File: src/rtl/rx_bit_sampler.sv
// UART receive front end: synchronises RX_IN, oversamples each bit at
// PRESCALE clocks per bit, takes a 3-sample majority vote around mid-bit,
// rejects false start bits and delivers one voted bit per bit period.
module rx_bit_sampler #(
    parameter int PRESCALE_W  = 6,
    parameter int DATA_BITS   = 8,
    parameter int SYNC_STAGES = 2
) (
    input  logic                  CLK,
    input  logic                  RST,
    input  logic                  RX_IN,
    input  logic                  ENABLE,
    input  logic [PRESCALE_W-1:0] PRESCALE,
    input  logic                  PAR_EN,
    output logic                  SER_DATA,
    output logic                  RX_tick,
    output logic                  START_GLITCH,
    output logic                  BUSY
);

    localparam int CNT_W = $clog2(DATA_BITS + 4);

    typedef enum logic {IDLE, RUN} state_t;

    state_t                 state;
    logic [SYNC_STAGES-1:0] sync;
    logic                   rx_s;
    logic                   rx_prev;
    logic [PRESCALE_W-1:0]  pres_l;
    logic [PRESCALE_W-1:0]  edge_cnt;
    logic [CNT_W-1:0]       frame_l;
    logic [CNT_W-1:0]       bit_cnt;
    logic                   s0, s1, s2;

    logic [PRESCALE_W-1:0]  mid, mid_m1, mid_p1, mid_p2, last;
    logic                   at_m1, at_mid, at_p1, at_p2, at_last;
    logic                   s2_eff, vote, start_ok, glitch_now, last_bit;

    assign rx_s = sync[SYNC_STAGES-1];

    // Sample positions within the bit, all relative to the latched prescale
    always_comb begin
        mid     = pres_l >> 1;
        mid_m1  = mid - PRESCALE_W'(1);
        mid_p1  = mid + PRESCALE_W'(1);
        mid_p2  = mid + PRESCALE_W'(2);
        last    = pres_l - PRESCALE_W'(1);
        at_m1   = (edge_cnt == mid_m1);
        at_mid  = (edge_cnt == mid);
        at_p1   = (edge_cnt == mid_p1);
        at_p2   = (edge_cnt == mid_p2);
        at_last = (edge_cnt == last);
        // With PRESCALE=4 the third sample lands on the tick cycle itself,
        // so take it straight from the line instead of the register.
        s2_eff  = at_p1 ? rx_s : s2;
        vote    = (s0 & s1) | (s0 & s2_eff) | (s1 & s2_eff);
        start_ok = ENABLE && (PRESCALE >= PRESCALE_W'(4)) && rx_prev && !rx_s;
        // Start check runs the cycle after the last sample; for very short
        // bits that coincides with (or folds into) the tick cycle.
        glitch_now = (bit_cnt == '0) && vote && (at_p2 || at_last);
        last_bit   = (bit_cnt == frame_l - CNT_W'(1));
    end

    // Two-or-more flop synchroniser for the asynchronous serial line
    always_ff @(posedge CLK or negedge RST) begin
        if (!RST) begin
            sync <= '1;
        end else begin
            sync <= {sync[SYNC_STAGES-2:0], RX_IN};
        end
    end

    // Frame sequencer: start detection, bit timing, voting and delivery
    always_ff @(posedge CLK or negedge RST) begin
        if (!RST) begin
            state        <= IDLE;
            rx_prev      <= 1'b1;
            pres_l       <= '0;
            frame_l      <= '0;
            edge_cnt     <= '0;
            bit_cnt      <= '0;
            s0           <= 1'b1;
            s1           <= 1'b1;
            s2           <= 1'b1;
            SER_DATA     <= 1'b1;
            RX_tick      <= 1'b0;
            START_GLITCH <= 1'b0;
            BUSY         <= 1'b0;
        end else begin
            RX_tick      <= 1'b0;
            START_GLITCH <= 1'b0;
            rx_prev      <= rx_s;
            case (state)
                IDLE: begin
                    if (start_ok) begin
                        pres_l   <= PRESCALE;
                        frame_l  <= CNT_W'(DATA_BITS + 2) + CNT_W'(PAR_EN);
                        edge_cnt <= '0;
                        bit_cnt  <= '0;
                        state    <= RUN;
                        BUSY     <= 1'b1;
                    end
                end
                RUN: begin
                    if (!ENABLE) begin
                        state    <= IDLE;
                        BUSY     <= 1'b0;
                        SER_DATA <= 1'b1;
                    end else if (glitch_now) begin
                        state        <= IDLE;
                        BUSY         <= 1'b0;
                        START_GLITCH <= 1'b1;
                    end else begin
                        if (at_m1)  s0 <= rx_s;
                        if (at_mid) s1 <= rx_s;
                        if (at_p1)  s2 <= rx_s;
                        if (at_last) begin
                            SER_DATA <= vote;
                            RX_tick  <= 1'b1;
                            edge_cnt <= '0;
                            if (last_bit) begin
                                state   <= IDLE;
                                BUSY    <= 1'b0;
                                // The next start bit may already be on the line
                                // here; seed the edge detector with the voted
                                // stop level so that start is still seen as a fall.
                                rx_prev <= vote;
                            end else begin
                                bit_cnt <= bit_cnt + CNT_W'(1);
                            end
                        end else begin
                            edge_cnt <= edge_cnt + PRESCALE_W'(1);
                        end
                    end
                end
                default: state <= IDLE;
            endcase
        end
    end

endmodule

File: config.mk
export PLATFORM = sky130hd
export DESIGN_NAME = rx_bit_sampler
export DESIGN_NICKNAME = d
export VERILOG_FILES = /design/src/rtl/rx_bit_sampler.sv
export SDC_FILE = /design/constraint.sdc
export NUM_CORES = 1
export LEC_CHECK = 0
export ABC_AREA = 0
export CAP_MARGIN = 20
export CORE_ASPECT_RATIO = 0.6
export CORE_MARGIN = 3
export CORE_UTILIZATION = 63
export DETAILED_ROUTE_END_ITERATION = 8
export PLACE_DENSITY = 0.85
export RECOVER_POWER = 100
export SLEW_MARGIN = 20
export SYNTH_ARGS = -nofsm -noshare
export SYNTH_HDL_FRONTEND = slang
export SYNTH_SLANG_ARGS = --single-unit
File: constraint.sdc
create_clock -name CLK -period 6.3 [get_ports CLK]
set_input_delay 0.945 -clock CLK [delete_from_list [all_inputs] [get_ports CLK]]
set_output_delay 0.945 -clock CLK [all_outputs]
set_load 0.02 [all_outputs]
After elaboration in Yosys (flattened, before gate mapping)
Cells that the tools add are included.
{"block": "totals", "register_bits": 31, "inputBits": 11}
{"block": "classes", "bitwise_logic": 7, "eq_ne": 15, "mux": 39, "n_reduce_logical": 16, "addsub": 8, "order_cmp": 1}
{"cell": "$mux W1", "n": 26}
{"cell": "$eq A6 B6 Y1", "n": 4}
{"cell": "$mux W6", "n": 4}
{"cell": "$mux W4", "n": 5}
{"cell": "$pmux W6 S2", "n": 1}
{"cell": "$reduce_and A3 Y1", "n": 4}
{"cell": "$ne A2 B2 Y1 const B", "n": 5}
{"cell": "$ne A4 B2 Y1 const B", "n": 2}
{"cell": "$pmux W4 S2", "n": 1}
{"cell": "$reduce_and A4 Y1", "n": 2}
{"cell": "$add A5 B1 Y6 const B", "n": 1}
{"cell": "$add A5 B2 Y6 const B", "n": 1}
{"cell": "$add A6 B1 Y6 const B", "n": 1}
{"cell": "$eq A6 B5 Y1", "n": 1}
{"cell": "$ge A6 B3 Y1 const B", "n": 1}
{"cell": "$sub A5 B1 Y6 const B", "n": 1}
{"cell": "$sub A6 B1 Y6 const B", "n": 1}
{"cell": "$logic_and A1 B1 Y1", "n": 5}
{"cell": "$reduce_and A5 Y1", "n": 1}
{"cell": "$add A4 B1 Y4 const A", "n": 1}
{"cell": "$add A4 B1 Y4 const B", "n": 1}
{"cell": "$eq A4 B4 Y1", "n": 1}
{"cell": "$logic_not A4 Y1", "n": 1}
{"cell": "$ne A2 B1 Y1 const B", "n": 2}
{"cell": "other kinds (8)", "n": 13}

Depth between registers and ports, before layout
Gate-level depths: netlist (run 1).
{"block": "depth", "depth_word": 11, "depth_mapped": 13}

Worst setup path before layout (run 1)
OpenSTA, ideal clock, no wires.
{"block": "synth_path", "path_type": "register -> register", "start": "register pres_l[2]", "end": "register s1", "setup_slack_ns": 3.557, "arrival_time_ns": 2.658, "n_path_buf": 1, "path_stages_with_launch": 11, "synth_period_minus_slack_ns": 2.743, "path_cell_list": "dfrtp_1 -> inv_1 -> ha_1 -> xor2_1 -> a2111oi_4 -> a21oi_2 -> a311oi_2 -> o311ai_2 -> buf_6 -> nor4_2 -> mux2_1"}
{"block": "synth_between", "elab_chain_len": 10, "word_cells_on_any_way": 17, "classes_between": "3 x add/sub; 4 x eq/ne; 1 x mux; 5 x bitwise; 4 x reduce/logical"}
{"item": "start: declaration", "line_no": "29", "source": "logic [PRESCALE_W-1:0] pres_l;"}
{"item": "start signal: assignment", "line_no": "78", "source": "pres_l <= '0;"}
{"item": "start signal: assignment", "line_no": "96", "source": "pres_l <= PRESCALE;"}
{"item": "$add A5 B1 Y6", "line_no": "45", "source": "mid_p1 = mid + PRESCALE_W'(1);"}
{"item": "$eq A6 B6 Y1", "line_no": "50", "source": "at_p1 = (edge_cnt == mid_p1);"}
{"item": "$mux W1"}
{"item": "$and A1 B1 Y1", "line_no": "56", "source": "vote = (s0 & s1) | (s0 & s2_eff) | (s1 & s2_eff);"}
{"item": "$or A1 B1 Y1 (2 in series)", "line_no": "56"}
{"item": "$logic_and A1 B1 Y1 (2 in series)", "line_no": "60", "source": "glitch_now = (bit_cnt == '0) && vote && (at_p2 || at_last);"}
{"item": "$not A1 Y1 (no source line)"}
{"item": "$reduce_and A4 Y1 (no source line) *"}
{"item": "end signal: assignment", "line_no": "115", "source": "if (at_mid) s1 <= rx_s;"}
{"item": "end: declaration", "line_no": "33", "source": "logic s0, s1, s2;"}
Every way passes the cells marked *; elsewhere a longest branch is shown, timed or not.
A chain may end at the register's enable or synchronous reset.

Worst setup path in the final report (run 1)
Ends and elaborated chain as after synthesis.

==> reports/metrics.csv, run 1 <==
metric,value,unit
met3_length,569,um
crit_path_end,s1$_DFFE_PN1P_,
ctsLongestPathBuffers,2,
path_clk_slew,70,ps
drc_errors,0,
grt_max_degree,30,
cts_hold_buf,0,
grt_pass1_vias,1805,
cts.sinks,29,
grt_setup_unrepaired,no,
drive_gt1_share,10.4,%
async_reset_ff_share,100,%
ys_seq_elements,29,
areaGrowthSynthToFinish,8.95,%
syn_inst,230,
die_w,81.0,um
post-route-period-util,66.0,%
critPathLaunchType,flop,
setup_violations,0,
synth-warning-count,0,
crit_fanout,21,
fin_hold_ws,363,ps
ant_nets,0,
drv_slew,30,
synth_fa_ha_area_share,7.07,%
grt_overflow_total,0,
cts_tree,yes,
ir_drop,242,uV
synth_area,2120,sq um
worst_ep_arrival_time,4370,ps
slew_headroom,-3.26,%
wl_per_cell,19.2,um
hold_viol_final,0,
synth_fp_nets,253,
highest_layer,met4,
crit_path_end_kind,flop,
synth_mux_area_share,3.53,%
worst_pin_slew,1550,ps
r2r_slack,2140,ps
dieArea,4130,sq um
routed_wirelength,5420,um
min_from,sync[0]$_DFF_PN1_,
period_needed,4160,ps
synth_seq_area_share,34.6,%
via_count,1907,
viasPerCell,6.76,
ys_types,52,
postCtsSetupRepairBufs,0,
worstSkewPairLatency,290,ps
place_congestion,0.989,
clock_skew,12.0,ps
violations,"max-capacitance violations, max-slew violations",
synth_edf_count,0,
maxCapViolations,1,
worstPathRequired,6520,ps
ys.flop_type,dfrtp_1,
power.leakage,0.984,nW
path_class,flop to flop,
powerDensity,331,nW/um^2
hold_class,flop to flop,
status,"complete, but fails checks",
clockRootBuffer,clkbuf_8,
fp.coreArea,3040,sq um
totalNegativeSetupSlack,0,ps
route.met2.wl,2340,um
port_buffers,14,
synth_simple_gate_area_share,18.2,%
grt_pass1_wl,8990,um
postSynthAreaPerCell,9.24,sq um
synth_compound_area_share,18.5,%
grt_antenna_before_repair,0,
mostFrequentLayoutCells,"nand2_1 (27), dfrtp_1 (22), o21ai_0 (15), xnor2_1 (14)",
h-tree-depth,2,
drt_first_pass_iters,8,
synth_top_family_by_area,compound AO/OA/AOI/OAI gates,
mostFrequentLayoutCell,nand2_1,
rows,15,
dp_hpwl,3840,um
dr.first_iter.drc_count,219,
nets,262,
ioPinCount,15,
reg2reg_to,s1$_DFFE_PN1P_,
numCtsBuffers,5,
diodes,0,
cts_resized,0,
crit_start,pres_l[2]$_DFFE_PN0P_,
holdPathStages,0,
synth_xor_area_share,11.6,%
max_freq,240,MHz
track_usage,29.6,%
wl_met1,2260,um
worstRegToRegCells,9,
initial_core_util,69.9,%
die_h,51.0,um
r2r-start,pres_l[2]$_DFFE_PN0P_,
## state kept, by name, indices dropped and copies added, names as in the netlist
register      count
s1                1
rx_prev           1
BUSY              1
frame_l           2
START_GLITCH      1
SER_DATA          1
RX_tick           1
state             1
s0                1
bit_cnt           4
sync              2
s2                1
edge_cnt          6
pres_l            6
## stage by stage
step	util [%]	instances	worst slack (ps)	total power, mW	area (sq um)
global route	76.1	282	1990	0.804	2310
global placement	73.7	274	2870	0.561	2240
detailed placement	73.7	274	2670	0.587	2240
CTS	77.1	282	2590	0.764	2340
finish	76.1	282	2140	0.766	2310
floorplan	-	230	3560	0.510	2120
## final cells by class
class / instances / area (sq um)
clock buffers: 7 / 96.3
inverters: 13 / 48.8
fillers: 202 / 726
repair buffers: 16 / 148
flip-flops and latches: 29 / 734
multi-input cells: 174 / 1230
well taps: 42 / 52.6
clock inverters: 1 / 5.00
## power by group
group / internal [mW] / leakage [nW] / switching, mW / total (mW)
Combinational: 0.126 / 0.573 / 0.169 / 0.295
Sequential: 0.228 / 0.356 / 0.0670 / 0.295
Clock: 0.0987 / 0.0542 / 0.0772 / 0.176
Total: 0.453 / 0.984 / 0.313 / 0.766
## routing by layer
layer / up-vias / global-route usage, %
li1: 832 / -
met1: 904 / 39.8
met2: 133 / 43.5
met3: 38 / 8.45
met4: 0 / 15.2
met5: - / 0
## critical path, cell delays in order (launching register included)
cell and delay [ps]:
dfrtp_1 470, inv_1 160, ha_1 330, xor2_1 180, a2111oi_0 1120, a21oi_2 90
a311oi_1 630, o311ai_4 340, nor4_1 410, mux2_1 350
## how the worst min path moves through the flow
stage,endpoint,slack (ps)
finish,sync[1]$_DFF_PN1_,360
global route,sync[1]$_DFF_PN1_,370
CTS,sync[1]$_DFF_PN1_,360
detailed placement,sync[1]$_DFF_PN1_,350
global placement,sync[1]$_DFF_PN1_,350
floorplan,sync[1]$_DFF_PN1_,350
## cells in the mapped netlist, types with 2 or more instances
| library cell | count | area share, % |
|---|---|---|
| and3b_1 | 2 | 0.82 |
| dfrtp_1 | 22 | 26 |
| a21boi_0 | 2 | 0.71 |
| and2_1 | 2 | 0.59 |
| o31ai_1 | 5 | 1.8 |
| o22ai_1 | 4 | 1.2 |
| nor3_1 | 4 | 0.94 |
| nand2b_1 | 4 | 1.2 |
| buf_6 | 3 | 1.6 |
| a21oi_1 | 6 | 1.4 |
| xnor2_1 | 14 | 5.8 |
| nand3_1 | 10 | 2.4 |
| nor4_1 | 2 | 0.59 |
| nor2_1 | 13 | 2.3 |
| xor2_1 | 11 | 4.5 |
| nand2_1 | 27 | 4.8 |
| buf_4 | 2 | 0.71 |
| nand4_1 | 2 | 0.59 |
| ha_1 | 12 | 7.1 |
| mux2_2 | 3 | 1.6 |
| clkbuf_1 | 3 | 0.53 |
| o21ai_0 | 15 | 3.5 |
| dfstp_2 | 7 | 8.7 |
| inv_1 | 13 | 2.3 |
| o211ai_1 | 4 | 1.4 |
| or2_2 | 2 | 0.59 |
| and3_1 | 3 | 0.88 |
| mux2i_1 | 3 | 1.4 |
| buf_2 | 6 | 1.4 |
| a211oi_1 | 2 | 0.71 |
## cells by family (layout without fill, tap and decap cells)
family,count (synthesis),in the layout
flops,29,29
mux,7,7
simple gates,77,77
xor+xnor,26,26
buf+inv,27,37
compound gates,52,52
fa+ha+maj,12,12
(Power assumes the default switching activity.)
==> run 2: changes to the inputs <==
Settings changed: CORE_UTILIZATION 63 to 59, PLACE_DENSITY 0.85 to 0.8.
Clock period 6.3 ns to 4.2 ns, I/O delays scaled along.
==> run 2 against run 1 <==
Net effect:
- the flow now finishes without violations
- combinational power up 42%
- largest power group unchanged
- final cell count up 1.8%
- clock-buffer cell count down 2
==> reports/metrics.csv, run 2 (synthesis gave the netlist of run 1 again) <==
metric,value,unit,change
status,finished clean,,
drc_errors,0,,unchanged
h-tree-depth,2,,unchanged
drt_first_pass_iters,4,,-4
initial_core_util,63.5,%,-6.3 points
grt_antenna_before_repair,0,,unchanged
post-route-period-util,78.3,%,+12 points
totalNegativeSetupSlack,0,ps,unchanged
drive_gt1_share,10.7,%,+0.33 points
diodes,0,,unchanged
grt_max_degree,24,,-20%
areaGrowthSynthToFinish,8.72,%,
grt_overflow_total,0,,unchanged
mostFrequentLayoutCell,nand2_1,,
place_congestion,0.885,,-11%
wl_per_cell,16.0,um,-17%
crit_fanout,21,,unchanged
track_usage,23.6,%,-6.0 points
numCtsBuffers,5,,unchanged
grt_pass1_wl,7840,um,-13%
layout_setup_ws,913,ps,-1230 ps
hold_class,flop to flop,,
cts.sinks,29,,unchanged
viasPerCell,5.91,,-13%
ant_nets,0,,unchanged
reg_top3,"edge_cnt x6, pres_l x6, bit_cnt x4",,
hold_viol_final,0,,unchanged
cts_resized,0,,unchanged
clock_skew,5.63,ps,-6.34 ps
dr.first_iter.drc_count,107,,-51%
worst_ep_arrival_time,3490,ps,-880 ps
grt_pass1_vias,1540,,-15%
ioPinCount,15,,unchanged
slew_headroom,19.4,%,+23 points
routed_wirelength,4590,um,-15%
power.leakage,0.975,nW,-0.91%
pre_cts_ws,1100,ps,-1570 ps
drv_slew,0,,-100%
path_class,flop to flop,,
path_clk_slew,70,ps,about the same
cts_tree,yes,,
die_h,52.5,um,+2.9%
power,1.08,mW,+41%
final_core_util,69.1,%,-7.0 points
holdPathStages,0,,unchanged
die_w,83.5,um,+3.1%
mostFrequentLayoutCells,"nand2_1 (27), dfrtp_1 (22), o21ai_0 (15), xnor2_1 (14)",,
postCtsSetupRepairBufs,0,,unchanged
worstSkewPairLatency,280,ps,about the same
powerDensity,468,nW/um^2,+42%
max_freq,304,MHz,+27%
dp_hpwl,3500,um,-8.9%
period_needed,3290,ps,-872 ps
ir_drop,347,uV,+44%
grt_setup_unrepaired,no,,
ctsLongestPathBuffers,2,,unchanged
cts_hold_buf,0,,unchanged
nets,264,,+0.76%
maxCapViolations,0,,-1
rows,16,,+1
worst_pin_slew,1210,ps,-340 ps
port_buffers,14,,unchanged
setup_violations,0,,unchanged
critPathLaunchType,flop,,
via_count,1695,,-11%
crit_path_end_kind,flop,,
worstPathRequired,4400,ps,-2120 ps
worstRegToRegCells,10,,+1
clockRootBuffer,clkbuf_8,,
fp.coreArea,3340,sq um,+10%
dieArea,4380,sq um,+6.1%
## run 2: cell count changes in the layout (fill, tap and decap cells not counted)
cell	change
o311ai_0	+1
buf_4	+1
dlygate4sd3_1	-1
clkbuf_1	+2
clkbuf_8	-2
clkinvlp_4	+1
o311ai_4	-1
a2111oi_4	+1
a2111oi_0	-1
and2_1	+1
and2_0	-1
clkinv_2	+1
## run 2: per-stage QoR
| stage | std cells | instance area [sq um] | hold WS [ps] |
|---|---|---|---|
| floorplan | 230 | 2120 | 334 |
| global placement | 279 | 2260 | 346 |
| detailed placement | 279 | 2260 | 347 |
| CTS | 287 | 2350 | 356 |
| global route | 287 | 2310 | 362 |
| finish | 287 | 2310 | 356 |
## run 2: area by class of cell
cell class	instances	area [sq um]
Multi-Input combinational cell	174	1230
Fill cell	273	1030
Sequential cell	29	734
Timing Repair Buffer	18	153
Clock buffer	5	68.8
Tap cell	45	56.3
Inverter	13	48.8
Clock inverter	3	17.5
## run 2: path summary, 6_finish.rpt
check                                            from           endpoint  slack (ps)
worst max-delay path            pres_l[2]$_DFFE_PN0P_     s1$_DFFE_PN1P_         910
worst min-delay path                sync[0]$_DFF_PN1_  sync[1]$_DFF_PN1_         360
worst max register to register  pres_l[2]$_DFFE_PN0P_     s1$_DFFE_PN1P_         910
worst min register to register      sync[0]$_DFF_PN1_  sync[1]$_DFF_PN1_         360
max in group asynchronous                         RST  sync[1]$_DFF_PN1_        2820
min in group asynchronous                         RST  RX_tick$_DFF_PN0_         580
## run 2: critical path: stages (launching register included)
cell and delay, ps:
dfrtp_1 510, inv_1 180, ha_1 360, xor2_1 190, a2111oi_4 380, a21oi_2 90
a311oi_1 380, o311ai_0 190, buf_4 240, nor4_1 330, mux2_1 360
## run 2: layer usage
layer	vias to the layer above	GRT usage, %	routed length (um)
met3	2	5.18	451
met1	798	37.0	2330
li1	828	-	-
met4	0	5.61	10
met2	67	32.2	1800
met5	-	0	0
## run 2: report_power, final
group	leakage, nW	internal [mW]	total [mW]	switching [mW]
Clock	0.0439	0.114	0.228	0.114
Combinational	0.575	0.194	0.420	0.226
Sequential	0.356	0.342	0.433	0.0915
==> run 3: changes to the inputs <==
Settings changed: CORE_UTILIZATION 59 to 53, PLACE_DENSITY 0.8 to 0.76.
Clock period 4.2 ns to 2.65 ns, I/O delays scaled along.
==> run 3 against run 2 <==
Net effect:
- the flow now finishes with violations (max-capacitance violations, max-slew violations, negative setup slack)
- final cell count increased by 16%
- non-clock buffer count increased by 44
- register-to-register slack got worse by 1100 ps
- setup slack got worse by 1100 ps
- worst hold slack improved by 0.70 ps
- sequential power increased by 51%
- largest cell class unchanged
==> reports/metrics.csv, run 3 (synthesis gave the netlist of run 1 again) <==
metric,value,unit,change
power.leakage,1.23,nW,+26%
dieArea,4830,sq um,+10%
ctsLongestPathBuffers,2,,unchanged
crit_path_end_kind,flop,,
track_usage,26.1,%,+2.5 points
design_area,2800,sq um,+21%
worstSkewPairLatency,290,ps,about the same
clockRootBuffer,clkbuf_8,,
routed_wirelength,5910,um,+29%
multi_input_area,1370,sq um,+11%
power,2.11,mW,+95%
drc_errors,0,,unchanged
viasPerCell,5.81,,-1.7%
slew_headroom,-6.71,%,-26 points
critPathLaunchType,flop,,
drive_gt1_share,32.9,%,+22 points
grt_overflow_total,0,,unchanged
regArea,736,sq um,+0.17%
worstPathRequired,2860,ps,-1540 ps
drv_slew,30,,+30
numCtsBuffers,5,,unchanged
grt_setup_unrepaired,yes,,
cts.sinks,29,,unchanged
grt_antenna_before_repair,0,,unchanged
cts_tree,yes,,
ioPinCount,15,,unchanged
grt_max_degree,30,,+25%
cts_hold_buf,0,,unchanged
period_needed,2810,ps,-475 ps
dp_hpwl,4250,um,+22%
rows,17,,+1
fp.coreArea,3760,sq um,+13%
path_clk_slew,60,ps,about the same
max_freq,356,MHz,+17%
powerDensity,753,nW/um^2,+61%
diodes,0,,unchanged
worst_ep_arrival_time,3020,ps,-470 ps
dpl_cell_area,2560,sq um,+13%
nets,308,,+17%
mostFrequentLayoutCell,buf_4,,
layout_setup_ws,-162,ps,-1070 ps
die_h,55.0,um,+4.9%
path_class,flop to flop,,
drt_first_pass_iters,4,,unchanged
die_w,87.7,um,+5.1%
violations,"max-capacitance violations, max-slew violations, negative setup slack",,
crit_fanout,7,,-67%
hold_class,flop to flop,,
reg_top3,"edge_cnt x6, pres_l x6, bit_cnt x4",,
status,"complete, but fails checks",,
grt_pass1_vias,1728,,+12%
ir_drop,566,uV,+63%
areaGrowthSynthToFinish,31.9,%,
ant_nets,0,,unchanged
final_core_util,74.4,%,+5.4 points
h-tree-depth,2,,unchanged
wl_per_cell,17.7,um,+11%
mostFrequentLayoutCells,"buf_4 (41), nand2_1 (27), dfrtp_1 (21), xnor2_1 (14), o21ai_0 (12)",,
initial_core_util,56.4,%,-7.1 points
clock_skew,10.4,ps,+4.72 ps
port_buffers,14,,unchanged
place_congestion,0.933,,+5.4%
fin_hold_ws,356,ps,+0.702 ps
via_count,1934,,+14%
grt_pass1_wl,9120,um,+16%
setup_violations,14,,+14
post-route-period-util,106,%,+28 points
hold_viol_final,0,,unchanged
worst_pin_slew,1600,ps,+392 ps
nFillCells,256,,-6.2%
dr.first_iter.drc_count,107,,unchanged
maxCapViolations,1,,+1
-- run 3: cell types whose count changed in the layout (fill, tap and decap cells not counted), moves of 2 or more --
cell	change
o21ai_1	+2
mux2_4	+2
o31ai_2	+2
inv_1	-2
buf_4	+40
o22ai_2	+3
nor2_2	+3
buf_6	+4
o22ai_1	-3
a21oi_2	+2
o21ai_0	-3
o31ai_1	-2
nor2_1	-4
a21oi_1	-2
-- run 3: layer usage --
layer	track usage (%)	part of all wire [%]	vias to the layer above
li1	-	-	920
met4	7.65	0.74	0
met1	38.5	48	918
met3	7.84	9.3	8
met5	0	0	-
met2	36.1	42	88
-- run 3: worst paths after layout --
kind | from | endpoint | slack (ps) | cells past startpoint
setup / recovery | pres_l[2]$_DFFE_PN0P_ | s0$_DFFE_PN1P_ | -160 | 12
hold / removal | sync[0]$_DFF_PN1_ | sync[1]$_DFF_PN1_ | 360 | 0
setup reg to reg | pres_l[2]$_DFFE_PN0P_ | s0$_DFFE_PN1P_ | -160 | 12
hold reg to reg | sync[0]$_DFF_PN1_ | sync[1]$_DFF_PN1_ | 360 | 0
max in group asynchronous | RST | pres_l[2]$_DFFE_PN0P_ | 550 | 2
min in group asynchronous | RST | RX_tick$_DFF_PN0_ | 1040 | 2
-- run 3: report_power, final --
group / switching, mW / internal, mW / leakage (nW)
sequential: 0.111 / 0.544 / 0.355
combinational: 0.554 / 0.546 / 0.827
clock: 0.175 / 0.182 / 0.0450
-- run 3: cell type report --
| type | count | area share, % |
|---|---|---|
| clock buffers | 6 | 2.59 |
| well taps | 47 | 2.10 |
| clock inverters | 2 | 0.357 |
| inverters | 13 | 1.83 |
| repair buffers | 62 | 18.0 |
| multi-input cells | 174 | 48.9 |
| flip-flops and latches | 29 | 26.2 |
-- run 3: per-stage QoR --
stage	worst slack, ps	TNS (ps)	std cells
after floorplan	6.25	0	230
after global placement	-180	-796	317
after detailed placement	-173	-1340	317
after CTS	-189	-1010	334
after global routing	-284	-2820	333
final	-162	-1140	333
-- run 3: what timing repair did --
| item | in CTS | in global routing |
|---|---|---|
| buffers inserted | 9 | 1 |
| pin swaps | 15 | 10 |
| hold endpoints to repair | 0 | 0 |
| endpoints found under the setup margin | 13 | 19 |
| resized for setup | 18 | 12 |
-- run 3: worst max-delay path, stage by stage, from the launching register on --
cell and delay (ps):
dfrtp_2 430, buf_6 130, ha_4 160, o21bai_1 160
o22ai_2 120, a2111oi_4 400, and2_1 200, a311oi_2 120
o311ai_2 350, buf_4 200, buf_4 160, nor2_2 50
mux2_2 260
